--- src/rtl/tnoc_axi_pkg.sv ---
// ----------------------------------------------------------------------------
// tnoc_axi_pkg
//
// Shared AXI definitions for the burst address generator slice:
//   - tnoc_axi_config / TNOC_DEFAULT_AXI_CONFIG : bus geometry (address and
//     data width) handed to modules as a single struct parameter
//   - burst field types (length, size, type) in AXI encoding
//   - tnoc_axi_burst_state : generator FSM states (IDLE, BURST)
//   - unpack_burst_length   : AXI packed length (beats-1) -> beat count
//   - is_valid_wrap_length  : WRAP is only legal for 2, 4, 8 or 16 beats
//   - calc_wrap_boundary    : lower wrap boundary floor(addr/W)*W
// ----------------------------------------------------------------------------
package tnoc_axi_pkg;

    // Widest address any instance may use; the helper functions below work
    // at this width and callers truncate the result to their own width.
    localparam int TNOC_AXI_MAX_ADDRESS_WIDTH = 64;

    typedef struct packed {
        int address_width;
        int data_width;
    } tnoc_axi_config;

    localparam tnoc_axi_config TNOC_DEFAULT_AXI_CONFIG = '{
        address_width: 32,
        data_width:    32
    };

    typedef logic [7:0] tnoc_axi_burst_length;
    typedef logic [2:0] tnoc_axi_burst_size;

    typedef enum logic [1:0] {
        TNOC_AXI_FIXED_BURST    = 2'b00,
        TNOC_AXI_INCR_BURST     = 2'b01,
        TNOC_AXI_WRAP_BURST     = 2'b10,
        TNOC_AXI_RESERVED_BURST = 2'b11
    } tnoc_axi_burst_type;

    typedef enum logic {
        IDLE  = 1'b0,
        BURST = 1'b1
    } tnoc_axi_burst_state;

    // Packed length holds beats-1; one extra bit is needed for 256 beats.
    function automatic logic [8:0] unpack_burst_length(
        input tnoc_axi_burst_length burst_length
    );
        return {1'b0, burst_length} + 9'd1;
    endfunction

    function automatic logic is_valid_wrap_length(
        input tnoc_axi_burst_length burst_length
    );
        return (burst_length == 8'd1) || (burst_length == 8'd3) ||
               (burst_length == 8'd7) || (burst_length == 8'd15);
    endfunction

    // The wrap span W = beats * 2^size is a power of two for every legal WRAP
    // length, so floor(address/W)*W reduces to clearing the low bits.
    function automatic logic [TNOC_AXI_MAX_ADDRESS_WIDTH-1:0] calc_wrap_boundary(
        input logic [TNOC_AXI_MAX_ADDRESS_WIDTH-1:0] address,
        input logic [8:0]                            beats,
        input tnoc_axi_burst_size                    burst_size
    );
        logic [TNOC_AXI_MAX_ADDRESS_WIDTH-1:0] span;
        span = TNOC_AXI_MAX_ADDRESS_WIDTH'(beats) << burst_size;
        return address & ~(span - TNOC_AXI_MAX_ADDRESS_WIDTH'(1));
    endfunction

endpackage

--- src/rtl/tnoc_axi_next_address.sv ---
// ----------------------------------------------------------------------------
// tnoc_axi_next_address
//
// Purely combinational next-beat address calculation.
//
// Parameters:
//   ADDRESS_WIDTH : address bus width
// Ports:
//   address      in  current beat address
//   burst_size   in  effective (already clamped) transfer size, log2 bytes
//   burst_type   in  effective burst type (FIXED / INCR / WRAP)
//   wrap_lower   in  wrap boundary B
//   wrap_upper   in  B + W (one past the wrap window)
//   next_address out address of the following beat
// ----------------------------------------------------------------------------
module tnoc_axi_next_address
    import tnoc_axi_pkg::*;
#(
    parameter int ADDRESS_WIDTH = 32
)(
    input  logic [ADDRESS_WIDTH-1:0] address,
    input  logic [2:0]               burst_size,
    input  logic [1:0]               burst_type,
    input  logic [ADDRESS_WIDTH-1:0] wrap_lower,
    input  logic [ADDRESS_WIDTH-1:0] wrap_upper,
    output logic [ADDRESS_WIDTH-1:0] next_address
);

    logic [ADDRESS_WIDTH-1:0] step;
    logic [ADDRESS_WIDTH-1:0] incremented;

    always_comb begin
        // NOTE: every output of a combinational block gets a default before
        // any branch, so no path leaves it unassigned and no latch is inferred.
        step         = ADDRESS_WIDTH'(1) << burst_size;
        // Only the first beat may be unaligned; later beats sit on size
        // boundaries. The sum wraps naturally modulo 2^ADDRESS_WIDTH.
        incremented  = (address & ~(step - ADDRESS_WIDTH'(1))) + step;
        next_address = incremented;
        case (burst_type)
            TNOC_AXI_FIXED_BURST: next_address = address;
            TNOC_AXI_WRAP_BURST: begin
                if (incremented == wrap_upper) begin
                    next_address = wrap_lower;
                end
            end
            default: ;
        endcase
    end

endmodule

--- src/rtl/tnoc_axi_burst_address_generator.sv ---
// ----------------------------------------------------------------------------
// tnoc_axi_burst_address_generator
//
// Accepts one AXI burst command at a time and emits one beat per handshake,
// carrying the beat address, its index and a last-beat flag. A new command
// can be taken in the same cycle as the last-beat handshake, so back-to-back
// bursts stream without a bubble.
//
// Parameters:
//   AXI_CONFIG : address_width / data_width of the bus
// Ports:
//   i_clk, i_rst          clock; synchronous active-high reset
//   i_cmd_valid/o_cmd_ready   command handshake
//   i_cmd_address         start address (may be unaligned)
//   i_cmd_burst_length    beats-1
//   i_cmd_burst_size      log2 bytes per beat (clamped to bus width)
//   i_cmd_burst_type      FIXED / INCR / WRAP (reserved and illegal WRAP
//                         lengths behave as INCR)
//   o_beat_valid/i_beat_ready beat handshake
//   o_beat_address        address of the current beat
//   o_beat_index          zero-based beat number
//   o_beat_last           final beat of the burst
//   o_byte_offset         beat address modulo bus bytes
//   o_boundary_error      INCR burst crosses a 4KB page
//
// Build option: define TNOC_AXI_4KB_BOUNDARY_CHECK_EN to enable the 4KB
// crossing check; otherwise o_boundary_error is tied to 0.
// ----------------------------------------------------------------------------
module tnoc_axi_burst_address_generator
    import tnoc_axi_pkg::*;
#(
    parameter tnoc_axi_pkg::tnoc_axi_config AXI_CONFIG = tnoc_axi_pkg::TNOC_DEFAULT_AXI_CONFIG
)(
    input  logic                                       i_clk,
    input  logic                                       i_rst,
    input  logic                                       i_cmd_valid,
    output logic                                       o_cmd_ready,
    input  logic [AXI_CONFIG.address_width-1:0]        i_cmd_address,
    input  logic [7:0]                                 i_cmd_burst_length,
    input  logic [2:0]                                 i_cmd_burst_size,
    input  logic [1:0]                                 i_cmd_burst_type,
    output logic                                       o_beat_valid,
    input  logic                                       i_beat_ready,
    output logic [AXI_CONFIG.address_width-1:0]        o_beat_address,
    output logic [7:0]                                 o_beat_index,
    output logic                                       o_beat_last,
    output logic [$clog2(AXI_CONFIG.data_width/8)-1:0] o_byte_offset,
    output logic                                       o_boundary_error
);

    localparam int         ADDRESS_WIDTH = AXI_CONFIG.address_width;
    localparam int         BUS_BYTES     = AXI_CONFIG.data_width / 8;
    localparam int         OFFSET_WIDTH  = $clog2(BUS_BYTES);
    localparam logic [2:0] MAX_SIZE      = 3'(OFFSET_WIDTH);

    tnoc_axi_burst_state      state;
    tnoc_axi_burst_state      state_next;

    // Latched burst context
    logic [ADDRESS_WIDTH-1:0] beat_address;
    logic [7:0]               beat_index;
    logic [7:0]               burst_length;
    logic [2:0]               burst_size;
    logic [1:0]               burst_type;
    logic [ADDRESS_WIDTH-1:0] wrap_lower;
    logic [ADDRESS_WIDTH-1:0] wrap_upper;

    logic                     beat_valid;
    logic                     beat_last;
    logic                     beat_done;
    logic                     cmd_ready;
    logic                     cmd_accept;
    logic [ADDRESS_WIDTH-1:0] next_address;

    // Decoded incoming command
    logic [8:0]               cmd_beats;
    logic [2:0]               cmd_size;
    logic [1:0]               cmd_type;
    logic [ADDRESS_WIDTH-1:0] cmd_span;
    logic [ADDRESS_WIDTH-1:0] cmd_wrap_lower;

    // ------------------------------------------------------------------
    // Handshakes
    // ------------------------------------------------------------------
    assign beat_valid = (state == BURST);
    assign beat_last  = beat_valid && (beat_index == burst_length);
    assign beat_done  = beat_valid && i_beat_ready;
    assign cmd_ready  = (state == IDLE) || (beat_done && beat_last);
    assign cmd_accept = i_cmd_valid && cmd_ready;

    // ------------------------------------------------------------------
    // Command decode: clamp size, demote reserved / illegal WRAP to INCR,
    // precompute the wrap window so the beat path stays short.
    // ------------------------------------------------------------------
    always_comb begin
        cmd_beats = unpack_burst_length(i_cmd_burst_length);
        cmd_size  = (i_cmd_burst_size > MAX_SIZE) ? MAX_SIZE : i_cmd_burst_size;
        cmd_type  = TNOC_AXI_INCR_BURST;
        case (i_cmd_burst_type)
            TNOC_AXI_FIXED_BURST: cmd_type = TNOC_AXI_FIXED_BURST;
            TNOC_AXI_WRAP_BURST: begin
                if (is_valid_wrap_length(i_cmd_burst_length)) begin
                    cmd_type = TNOC_AXI_WRAP_BURST;
                end
            end
            default: ;
        endcase
        cmd_span       = ADDRESS_WIDTH'(cmd_beats) << cmd_size;
        cmd_wrap_lower = ADDRESS_WIDTH'(calc_wrap_boundary(
            TNOC_AXI_MAX_ADDRESS_WIDTH'(i_cmd_address), cmd_beats, cmd_size));
    end

    // ------------------------------------------------------------------
    // FSM
    // ------------------------------------------------------------------
    always_ff @(posedge i_clk) begin
        // NOTE: clocked state uses non-blocking (<=) so every register
        // samples pre-edge values regardless of statement order.
        if (i_rst) begin
            state <= IDLE;
        end else begin
            state <= state_next;
        end
    end

    always_comb begin
        state_next = state;
        case (state)
            IDLE: begin
                if (i_cmd_valid) begin
                    state_next = BURST;
                end
            end
            BURST: begin
                // A command arriving with the last handshake keeps us in BURST.
                if (beat_done && beat_last && !i_cmd_valid) begin
                    state_next = IDLE;
                end
            end
            default: state_next = IDLE;
        endcase
    end

    // ------------------------------------------------------------------
    // Beat datapath
    // ------------------------------------------------------------------
    always_ff @(posedge i_clk) begin
        // NOTE: the datapath registers are reset as well, because the beat
        // address and index are visible outputs that must read 0 in reset.
        if (i_rst) begin
            beat_address <= '0;
            beat_index   <= '0;
            burst_length <= '0;
            burst_size   <= '0;
            burst_type   <= '0;
            wrap_lower   <= '0;
            wrap_upper   <= '0;
        end else if (cmd_accept) begin
            beat_address <= i_cmd_address;
            beat_index   <= '0;
            burst_length <= i_cmd_burst_length;
            burst_size   <= cmd_size;
            burst_type   <= cmd_type;
            wrap_lower   <= cmd_wrap_lower;
            wrap_upper   <= cmd_wrap_lower + cmd_span;
        end else if (beat_done && !beat_last) begin
            beat_address <= next_address;
            beat_index   <= beat_index + 8'd1;
        end
    end

    tnoc_axi_next_address #(
        .ADDRESS_WIDTH (ADDRESS_WIDTH)
    ) u_next_address (
        .address      (beat_address),
        .burst_size   (burst_size),
        .burst_type   (burst_type),
        .wrap_lower   (wrap_lower),
        .wrap_upper   (wrap_upper),
        .next_address (next_address)
    );

    // ------------------------------------------------------------------
    // 4KB page crossing check
    // ------------------------------------------------------------------
`ifdef TNOC_AXI_4KB_BOUNDARY_CHECK_EN
    logic [ADDRESS_WIDTH-1:0] cmd_size_mask;
    logic [ADDRESS_WIDTH-1:0] cmd_last_byte;
    logic                     cmd_crosses_4kb;
    logic                     boundary_error;

    always_comb begin
        cmd_size_mask   = (ADDRESS_WIDTH'(1) << cmd_size) - ADDRESS_WIDTH'(1);
        cmd_last_byte   = (i_cmd_address & ~cmd_size_mask) + cmd_span - ADDRESS_WIDTH'(1);
        // Compare page numbers by shifting rather than slicing so every
        // address bit takes part; a wrap past the top of the address space
        // lands in a different page and is flagged too.
        cmd_crosses_4kb = (cmd_type == TNOC_AXI_INCR_BURST) &&
                          ((cmd_last_byte >> 12) != (i_cmd_address >> 12));
    end

    always_ff @(posedge i_clk) begin
        if (i_rst) begin
            boundary_error <= 1'b0;
        end else if (cmd_accept) begin
            boundary_error <= cmd_crosses_4kb;
        end
    end

    assign o_boundary_error = beat_valid && boundary_error;
`else
    assign o_boundary_error = 1'b0;
`endif

    // ------------------------------------------------------------------
    // Outputs
    // ------------------------------------------------------------------
    assign o_cmd_ready    = cmd_ready;
    assign o_beat_valid   = beat_valid;
    assign o_beat_address = beat_address;
    assign o_beat_index   = beat_index;
    assign o_beat_last    = beat_last;
    assign o_byte_offset  = beat_address[OFFSET_WIDTH-1:0];

endmodule

--- config.mk ---
export PLATFORM = sky130hd
export DESIGN_NAME = tnoc_axi_burst_address_generator
export DESIGN_NICKNAME = d
export VERILOG_FILES = /design/src/rtl/tnoc_axi_pkg.sv /design/src/rtl/tnoc_axi_next_address.sv /design/src/rtl/tnoc_axi_burst_address_generator.sv
export SDC_FILE = /design/constraint.sdc
export NUM_CORES = 1
export LEC_CHECK = 0
export CORE_MARGIN = 2
export CORE_UTILIZATION = 44
export CTS_CLUSTER_SIZE = 16
export DETAILED_ROUTE_END_ITERATION = 7
export PLACE_DENSITY = 0.64
export SYNTH_ARGS = -nofsm -noshare
export SYNTH_HDL_FRONTEND = slang
export SYNTH_HIERARCHICAL = 1
export SYNTH_SLANG_ARGS = --single-unit
--- constraint.sdc ---
create_clock -name i_clk -period 5 [get_ports i_clk]
set_input_delay 1 -clock i_clk [delete_from_list [all_inputs] [get_ports i_clk]]
set_output_delay 1 -clock i_clk [all_outputs]
set_load 0.005 [all_outputs]
==> results.cfg, run 1 <==
[power_and_ir_drop]
pwr-share-clk = 0.359
sw_frac_of_total = 0.341
ir_drop_v = 0.000228
p_leak_nw = 5.51
p_sw_w = 0.00119
seqPwrFrac = 0.317
combPwrFrac = 0.324
p_int_w = 0.00229
powerDensity_nw_per_um2 = 245

[final_layout]
fin_area_um2 = 14200
fin_nets = 1762
final_common_cell = nand2_1
area_growth_pct = 35.3
final_layout_size_suffix_gt1_frac = 0.236
final_cell_mix = 222 x nand2_1, 213 x buf_4, 179 x nor2_1
fillers = 2110
ff_latch_area_um2 = 2370
num_antenna_cells = 0
multi_input_area_um2 = 8100

[run]
cap_violations = 0

[timing]
fin_setup_tns_ns = 0
hold_violations = 0
layout_setup_ws_ns = 0.0735
whs_ns = 0.450
max-slew-margin-rel = 0.391
post-route-min-period_ns = 4.93
setup_viol = 0
period_share = 0.985
drv_slew = 0
rsz0062_at_grt = true
worst_slew_pin_slew_ns = 0.914
max_freq_mhz = 203
clock_skew_ns = 0.00843

[yosys]
seq_area_frac_synth = 0.225
synth_edf_count = 0
synth_area_leaders = dfxtp_1 22%, nand2_1 8.0%, nor2_1 6.4%, a21oi_1 4.9%, xnor2_1 4.7%
async_reset_ff_frac = 0
ys.flop_type = dfxtp_1
ys_seq_elements = 118
synth_cell_types = 108
synth.top_cell.area_share = 0.225
yosysWarnings = 6
netlist_area_um2 = 10500
synth_cells = 1464
synth_top_area_cell = dfxtp_1
synth_area_per_cell_um2 = 7.18

[detailed_routing]
drtAntennaViolNets = 0
drt_iter0_drc = 1130
route.vias.total = 12100
vias_per_cell = 5.99
drt_pass1_iterations = 6
drc = 0
wl_per_cell_um = 19.5
routed_wirelength_um = 39500

[global_routing]
grt_start_max_net_pins = 77
grt_pass1_wl_um = 59600
overflow = 0
antenna_found_initial = 0
grtUsageTotal = 0.306
first_global_vias = 10900

[worst_setup_path]
crit_chain = or3_4 -> ha_4 -> buf_6 -> mux2i_1 -> a32oi_2 -> a21o_2 -> and2_4 -> xor2_1 -> or3_1 -> or4_4 -> or4_4 -> nor3_4 -> buf_6 -> buf_12 -> mux2_2 -> a221oi_2 -> nand2_1 -> a311oi_1
worstPathMaxFanout = 11
critical-path-top-delay-family = simple AND/OR/NAND/NOR gates
required_ns = 5.32
crit_cells = 18
path_buf_inv = 3
reg2reg_to = o_beat_address[4]
reg2regPathDepth = 18
rr_startpoint = burst_size[2]
critical_path_class = reg2reg
r2r_setup_slack_ns = 0.07
critPathMaxStageDelay_ns = 0.58
worst-endpoint-arrival_ns = 5.25
crit_path_start_kind = register
crit_path_top_delay_cell = or4_4
crit_path_end_kind = register

[hold_path]
hp-start = wrap_lower[7]
holdPathStages = 2
hp-class = reg2reg
hold_end = wrap_lower[7]

[place]
gp_congestion = 0.973
post-place-ws_ns = -0.369
dpl_cell_area_um2 = 13000
place_hpwl_um = 29200
portBuffers = 93

[floorplan]
die_area_um2 = 25100
io_pins = 95
coreArea_um2 = 23500
die_w_um = 159
die_y_um = 159
start_util = 0.448
rows = 56

[clocking]
root_buffer = clkbuf_16
htreeDepth = 4
path_clk_slew_ns = 0.06
clk_latency_ns = 0.43
cts_buffers = 17
hold_buffers = 0
cts_tree = built
clock-sinks = 118
cts_max_path_buffers = 2

[outcome]
status = finished, final reports clean
[timing repair]
item	CTS	global route
setup buffers	4	6
gates cloned	1	0
gates resized for setup	12	93
pin swaps	5	36
setup endpoints to repair	25	49
[synthesized netlist by cell type (31+ instances only)]
cell type	instances
nor2_1	180
o21ai_0	39
nand3_1	55
clkbuf_1	76
inv_1	31
dfxtp_1	118
xnor2_1	56
a311oi_1	34
nor3_1	33
nand2_1	225
xor2_1	46
a21oi_1	103
[cells by family (layout without fill, tap and decap cells)]
logic type / count (synthesis) / count (layout) / share of synthesized area
simple gates: 688 / 688 / 0.319
compound gates: 357 / 357 / 0.248
buf+inv: 140 / 378 / 0.0576
flops: 118 / 118 / 0.225
xor+xnor: 105 / 105 / 0.0908
mux: 34 / 34 / 0.0355
fa+ha+maj: 20 / 20 / 0.0238
other cells: 2 / 6 / 0.000715
[flip-flops by register name (all words and copies together) (netlist names)]
name            cells
burst_type          2
burst_size          3
o_beat_address     32
o_beat_index        8
o_beat_valid        1
wrap_lower         32
burst_length        8
wrap_upper         32
[area by class of cell]
cell class / count / area share
flip-flops and latches: 118 / 0.167
clock inverters: 13 / 0.0102
clock buffers: 19 / 0.0318
well taps: 319 / 0.0281
repair buffers: 313 / 0.185
inverters: 33 / 0.00888
multi-input cells: 1210 / 0.569
[worst reg2reg max path, cell delays in order (launching register included)]
cell      delay [ns]
dfxtp_4         0.35
or3_4           0.41
ha_4            0.20
buf_6           0.13
mux2i_1         0.17
a32oi_2         0.18
a21o_2          0.26
and2_4          0.17
xor2_1          0.15
or3_1           0.37
or4_4           0.43
or4_4           0.58
nor3_4          0.17
buf_6           0.16
buf_12          0.16
mux2_2          0.35
a221oi_2        0.21
nand2_1         0.08
a311oi_1        0.30
[how the worst max path moves through the flow]
| stage | start | end |
|---|---|---|
| after floorplan | burst_size[0] | o_beat_address[24] |
| after global placement | i_cmd_burst_length[1] | wrap_upper[31] |
| after detailed placement | i_cmd_burst_length[1] | wrap_upper[31] |
| after CTS | burst_size[1] | o_beat_address[31] |
| after global routing | burst_size[2] | o_beat_address[4] |
| final | burst_size[2] | o_beat_address[4] |
[per-layer routing]
metal  wire length (um)  up-vias  track usage
li1                   -     5784            -
met1              17300     5685        0.421
met2              17100      563        0.465
met3               3580      105       0.0675
met5                  0        -            0
met4               1520        0        0.118
[through the flow]
| stage | std cells | utilization | total power, W |
|---|---|---|---|
| final | 2025 | 0.606 | 0.00348 |
| after global routing | 2025 | 0.606 | 0.00363 |
| after CTS | 2020 | 0.584 | 0.00340 |
| after detailed placement | 1983 | 0.554 | 0.00214 |
| after global placement | 1983 | 0.554 | 0.00213 |
| after floorplan | 1468 | - | 0.00171 |
[power by group through the flow]
stage / Combinational, W / Sequential [W] / Clock [W]
6_report: 0.00113 / 0.00110 / 0.00125
5_1_grt: 0.00122 / 0.00111 / 0.00130
4_1_cts: 0.00104 / 0.00110 / 0.00126
3_5_place_dp: 0.00102 / 0.00112 / 0
3_3_place_gp: 0.00101 / 0.00112 / 0
2_1_floorplan: 0.000627 / 0.00108 / 0
Note: power is estimated with default switching activity, not from simulation.
==> inputs of run 2 (changes only) <==
CORE_UTILIZATION = 40   (was 44)
CTS_BUF_LIST = sky130_fd_sc_hd__clkbuf_8   (was not set)
PLACE_DENSITY = 0.57   (was 0.64)
clock period = 5.15 ns   (was 5 ns; I/O delays follow)
==> results.cfg, run 2 (same netlist as run 1, synthesis figures left out) <==
[final_layout]
fillers = 2599
final_layout_size_suffix_gt1_frac = 0.211
area_growth_pct = 29.7
fin_nets = 1741
final_common_cell = nand2_1
final_cells = 2020
multi_input_area_um2 = 7900
final_cell_mix = 220 x nand2_1, 192 x buf_4, 180 x nor2_1
num_antenna_cells = 0
ff_latch_area_um2 = 2370

[floorplan]
die_area_um2 = 27600
die_w_um = 166
rows = 59
die_y_um = 166
coreArea_um2 = 25900
start_util = 0.406
io_pins = 95

[timing]
drv_slew = 0
whs_ns = 0.457
max-slew-margin-rel = 0.402
hold_violations = 0
clock_skew_ns = 0.0204
worst_slew_pin_slew_ns = 0.894
setup_viol = 0
fin_setup_tns_ns = 0
period_share = 0.982
max_freq_mhz = 198
rsz0062_at_grt = false
post-route-min-period_ns = 5.06

[power_and_ir_drop]
powerDensity_nw_per_um2 = 214
ir_drop_v = 0.000174
power_w = 0.00291
p_leak_nw = 5.19

[clocking]
cts_buffers = 17
root_buffer = clkbuf_8
path_clk_slew_ns = 0.08
cts_max_path_buffers = 2
clock-sinks = 118
cts_tree = built
clk_latency_ns = 0.46
htreeDepth = 4

[worst_setup_path]
critical_path_class = reg2reg
r2r_setup_slack_ns = 0.09
crit_path_start_kind = register
required_ns = 5.50
worstPathMaxFanout = 9
crit_path_end_kind = register
worst-endpoint-arrival_ns = 5.41

[detailed_routing]
drtAntennaViolNets = 0
drt_pass1_iterations = 6
routed_wirelength_um = 40100
drt_iter0_drc = 1260
route.vias.total = 11900
vias_per_cell = 5.88
drc = 0
wl_per_cell_um = 19.9

[global_routing]
grtUsageTotal = 0.280
grt_start_max_net_pins = 70
first_global_vias = 10900
overflow = 0
antenna_found_initial = 0
grt_pass1_wl_um = 61700

[hold_path]
hp-class = reg2reg

[outcome]
status = finished, final reports clean

[run]
cap_violations = 0

[place]
place_hpwl_um = 30300
placed_cells = 1982
gp_congestion = 0.927
portBuffers = 93
run 2: cell count changes in the layout (fill, tap and decap cells not counted), sizes merged:
cell | previous run | this run
buf | 221 | 200
inv | 35 | 39
bufinv | 2 | 0
clkbuf | 19 | 17
clkinv | 3 | 5
clkinvlp | 6 | 4
clkdlybuf4s50 | 91 | 92
dlymetal6s2s | 1 | 0
run 2: report_power, final:
| group | total (W) | internal [W] | switching [W] |
|---|---|---|---|
| clock network | 0.000793 | 0.000342 | 0.000451 |
| registers | 0.00108 | 0.000979 | 0.0000998 |
| logic | 0.00104 | 0.000476 | 0.000565 |
run 2: final cells by class:
type | count | share of cell area
Tap cell | 335 | 0.0308
Clock inverter | 15 | 0.00881
Multi-Input combinational cell | 1210 | 0.580
Clock buffer | 17 | 0.0172
Sequential cell | 118 | 0.174
Timing Repair Buffer | 292 | 0.181
Inverter | 33 | 0.00909
run 2: repair_timing:
action                     CTS  global route
pin swaps                    1            16
hold buffers                 0             0
gates cloned                 0             1
setup endpoints to repair   17            32
resized for setup            5            71
setup buffers                0             5
run 2: worst max-delay path, cell delays in order, from the launching register on:
cell and delay (ns):
dfxtp_2 0.34, or3_4 0.41, ha_4 0.19, buf_4 0.17, and4bb_2 0.25, o21a_1 0.22, a221oi_4 0.36, a2111oi_4 0.14
xnor2_1 0.16, a21oi_1 0.12, or4b_4 0.46, or4_4 0.58, nor3_4 0.28, buf_6 0.20, buf_4 0.15, mux2_2 0.33
a221oi_1 0.24, nand2_1 0.08, a311oi_1 0.26
run 2: through the flow:
step | cell area, um2 | setup WS, ns | util
after floorplan | 10500 | 0.00803 | -
after global placement | 12900 | -0.206 | 0.496
after detailed placement | 12900 | -0.267 | 0.496
after CTS | 13200 | 0.0191 | 0.511
after global routing | 13600 | 0.00402 | 0.526
final | 13600 | 0.0932 | 0.526
run 2: routing by layer:
layer | global-route usage | part of all wire | vias to the layer above
li1 | - | - | 5748
met1 | 0.406 | 0.47 | 5610
met2 | 0.433 | 0.44 | 464
met3 | 0.0424 | 0.071 | 60
met4 | 0.0699 | 0.022 | 0
met5 | 0 | 0 | -
run 2: path summary, 6_finish.rpt:
path,startpoint,to,cells past startpoint
setup / recovery,burst_size[2],o_beat_address[14],18
hold / removal,wrap_lower[10],wrap_lower[10],2
setup reg to reg,burst_size[2],o_beat_address[14],18
hold reg to reg,wrap_lower[10],wrap_lower[10],2
==> inputs of run 3 (changes only) <==
clock period = 6.1 ns   (was 5.15 ns; I/O delays follow)
==> results.cfg, run 3 (same netlist as run 1, synthesis figures left out) <==
[global_routing]
first_global_vias = 10300
grt_pass1_wl_um = 59600
grtUsageTotal = 0.270
grt_start_max_net_pins = 105
overflow = 0
antenna_found_initial = 0

[worst_setup_path]
critical_path_class = reg2reg
required_ns = 6.48
worstPathMaxFanout = 29
critPathMaxStageDelay_ns = 0.66
crit_path_end_kind = register
critical-path-top-delay-family = simple AND/OR/NAND/NOR gates
crit_chain = buf_4 -> nor2_2 -> nand2_1 -> ha_1 -> or3b_1 -> and2_1 -> a221oi_4 -> a211o_1 -> nor2_1 -> nand4b_1 -> or4_1 -> or4_1 -> nor3_4 -> buf_12 -> mux2_2 -> a221oi_2 -> nand2_1 -> a311oi_1
crit_path_start_kind = register
worst-endpoint-arrival_ns = 6.05
crit_path_top_delay_cell = or4_1
path_buf_inv = 2

[clocking]
cts_setup_buffers = 0
cts_max_path_buffers = 2
cts_buffers = 17
htreeDepth = 4
clock-sinks = 118
path_clk_slew_ns = 0.10
cts_tree = built
root_buffer = clkbuf_8
clk_latency_ns = 0.47

[final_layout]
area_growth_pct = 15.8
final_cells = 1864
final_util = 0.470
num_antenna_cells = 0
final_common_cell = nand2_1
fin_nets = 1585
final_cell_mix = 224 x nand2_1, 180 x nor2_1, 117 x dfxtp_1
final_layout_size_suffix_gt1_frac = 0.0981

[place]
place_hpwl_um = 28500
gp_congestion = 0.943
placed_cells = 1832
portBuffers = 93

[detailed_routing]
drt_pass1_iterations = 5
vias_per_cell = 6.02
drt_iter0_drc = 928
route.vias.total = 11200
wl_per_cell_um = 20.5
routed_wirelength_um = 38200
drc = 0
drtAntennaViolNets = 0

[floorplan]
die_area_um2 = 27600
rows = 59
die_w_um = 166
die_y_um = 166
coreArea_um2 = 25900
start_util = 0.406
io_pins = 95

[timing]
rsz0062_at_grt = false
max-slew-margin-rel = 0.383
fin_setup_tns_ns = 0
clock_skew_ns = 0.0210
period_share = 0.929
hold_violations = 0
post-route-min-period_ns = 5.67
setup_viol = 0
drv_slew = 0
worst_slew_pin_slew_ns = 0.924
max_freq_mhz = 176

[outcome]
status = finished, final reports clean

[power_and_ir_drop]
sw_frac_of_total = 0.377
p_sw_w = 0.000922
p_int_w = 0.00152
powerDensity_nw_per_um2 = 201
p_leak_nw = 4.36
pwr-share-clk = 0.320
combPwrFrac = 0.305
seqPwrFrac = 0.376
ir_drop_v = 0.000113

[run]
cap_violations = 0

[hold_path]
hp-class = reg2reg
-- run 3: cell types whose count changed in the layout (fill, tap and decap cells not counted), moves of 6 or more --
cell | before | now
a221oi_1 | 12 | 22
a221oi_2 | 12 | 2
a311oi_1 | 28 | 34
a311oi_2 | 7 | 1
buf_4 | 192 | 42
buf_6 | 7 | 0
-- run 3: power groups by stage --
stage | sequential (W) | combinational [W] | clock, W
after floorplan | 0.000888 | 0.000513 | 0
after global placement | 0.000934 | 0.000726 | 0
after detailed placement | 0.000934 | 0.000731 | 0
after CTS | 0.000915 | 0.000735 | 0.000797
after global routing | 0.000927 | 0.000813 | 0.000831
final | 0.000919 | 0.000745 | 0.000783
-- run 3: through the flow --
step	cell area, um2	worst slack, ns	total power (W)	hold WS (ns)
final	12200	0.432	0.00245	0.452
after global routing	12200	0.0921	0.00257	0.481
after CTS	12200	0.375	0.00245	0.453
after detailed placement	11700	0.143	0.00167	0.442
after global placement	11700	0.236	0.00166	0.439
after floorplan	10500	0.853	0.00140	0.431
-- run 3: final cells by class --
type / count / area (um2)
fill: 2658 / 13700
multi-input combinational: 1210 / 7570
sequential: 118 / 2360
timing repair buffer: 136 / 1280
tap: 335 / 419
clock buffer: 17 / 234
clock inverter: 15 / 184
inverter: 33 / 124
-- run 3: final timing paths --
path              depth (start not counted)     startpoint  slack, ns                 end
setup / recovery                         18  burst_size[1]       0.43  o_beat_address[31]
hold / removal                            2  wrap_lower[9]       0.45       wrap_lower[9]
setup reg to reg                         18  burst_size[1]       0.43  o_beat_address[31]
hold reg to reg                           2  wrap_lower[9]       0.45       wrap_lower[9]
-- run 3: layer usage --
metal	track usage	wire, um	vias up
met5	0	0	-
met4	0.0718	724	0
met3	0.0448	2830	45
li1	-	-	5426
met2	0.413	16700	412
met1	0.394	17900	5333
-- run 3: worst register-to-register path: stages (launching register included) --
cell and delay [ns]:
dfxtp_1 0.39, buf_4 0.28, nor2_2 0.09, nand2_1 0.07, ha_1 0.24, or3b_1 0.52
and2_1 0.25, a221oi_4 0.46, a211o_1 0.27, nor2_1 0.06, nand4b_1 0.17, or4_1 0.55
or4_1 0.66, nor3_4 0.29, buf_12 0.24, mux2_2 0.38, a221oi_2 0.33, nand2_1 0.08
a311oi_1 0.27
-- run 3: what timing repair did --
| action | in CTS | in global routing |
|---|---|---|
| resized for setup | 0 | 1 |
| hold buffers | 0 | 0 |
| setup endpoints to repair | 0 | 1 |
| endpoints found under the hold margin | 0 | 0 |
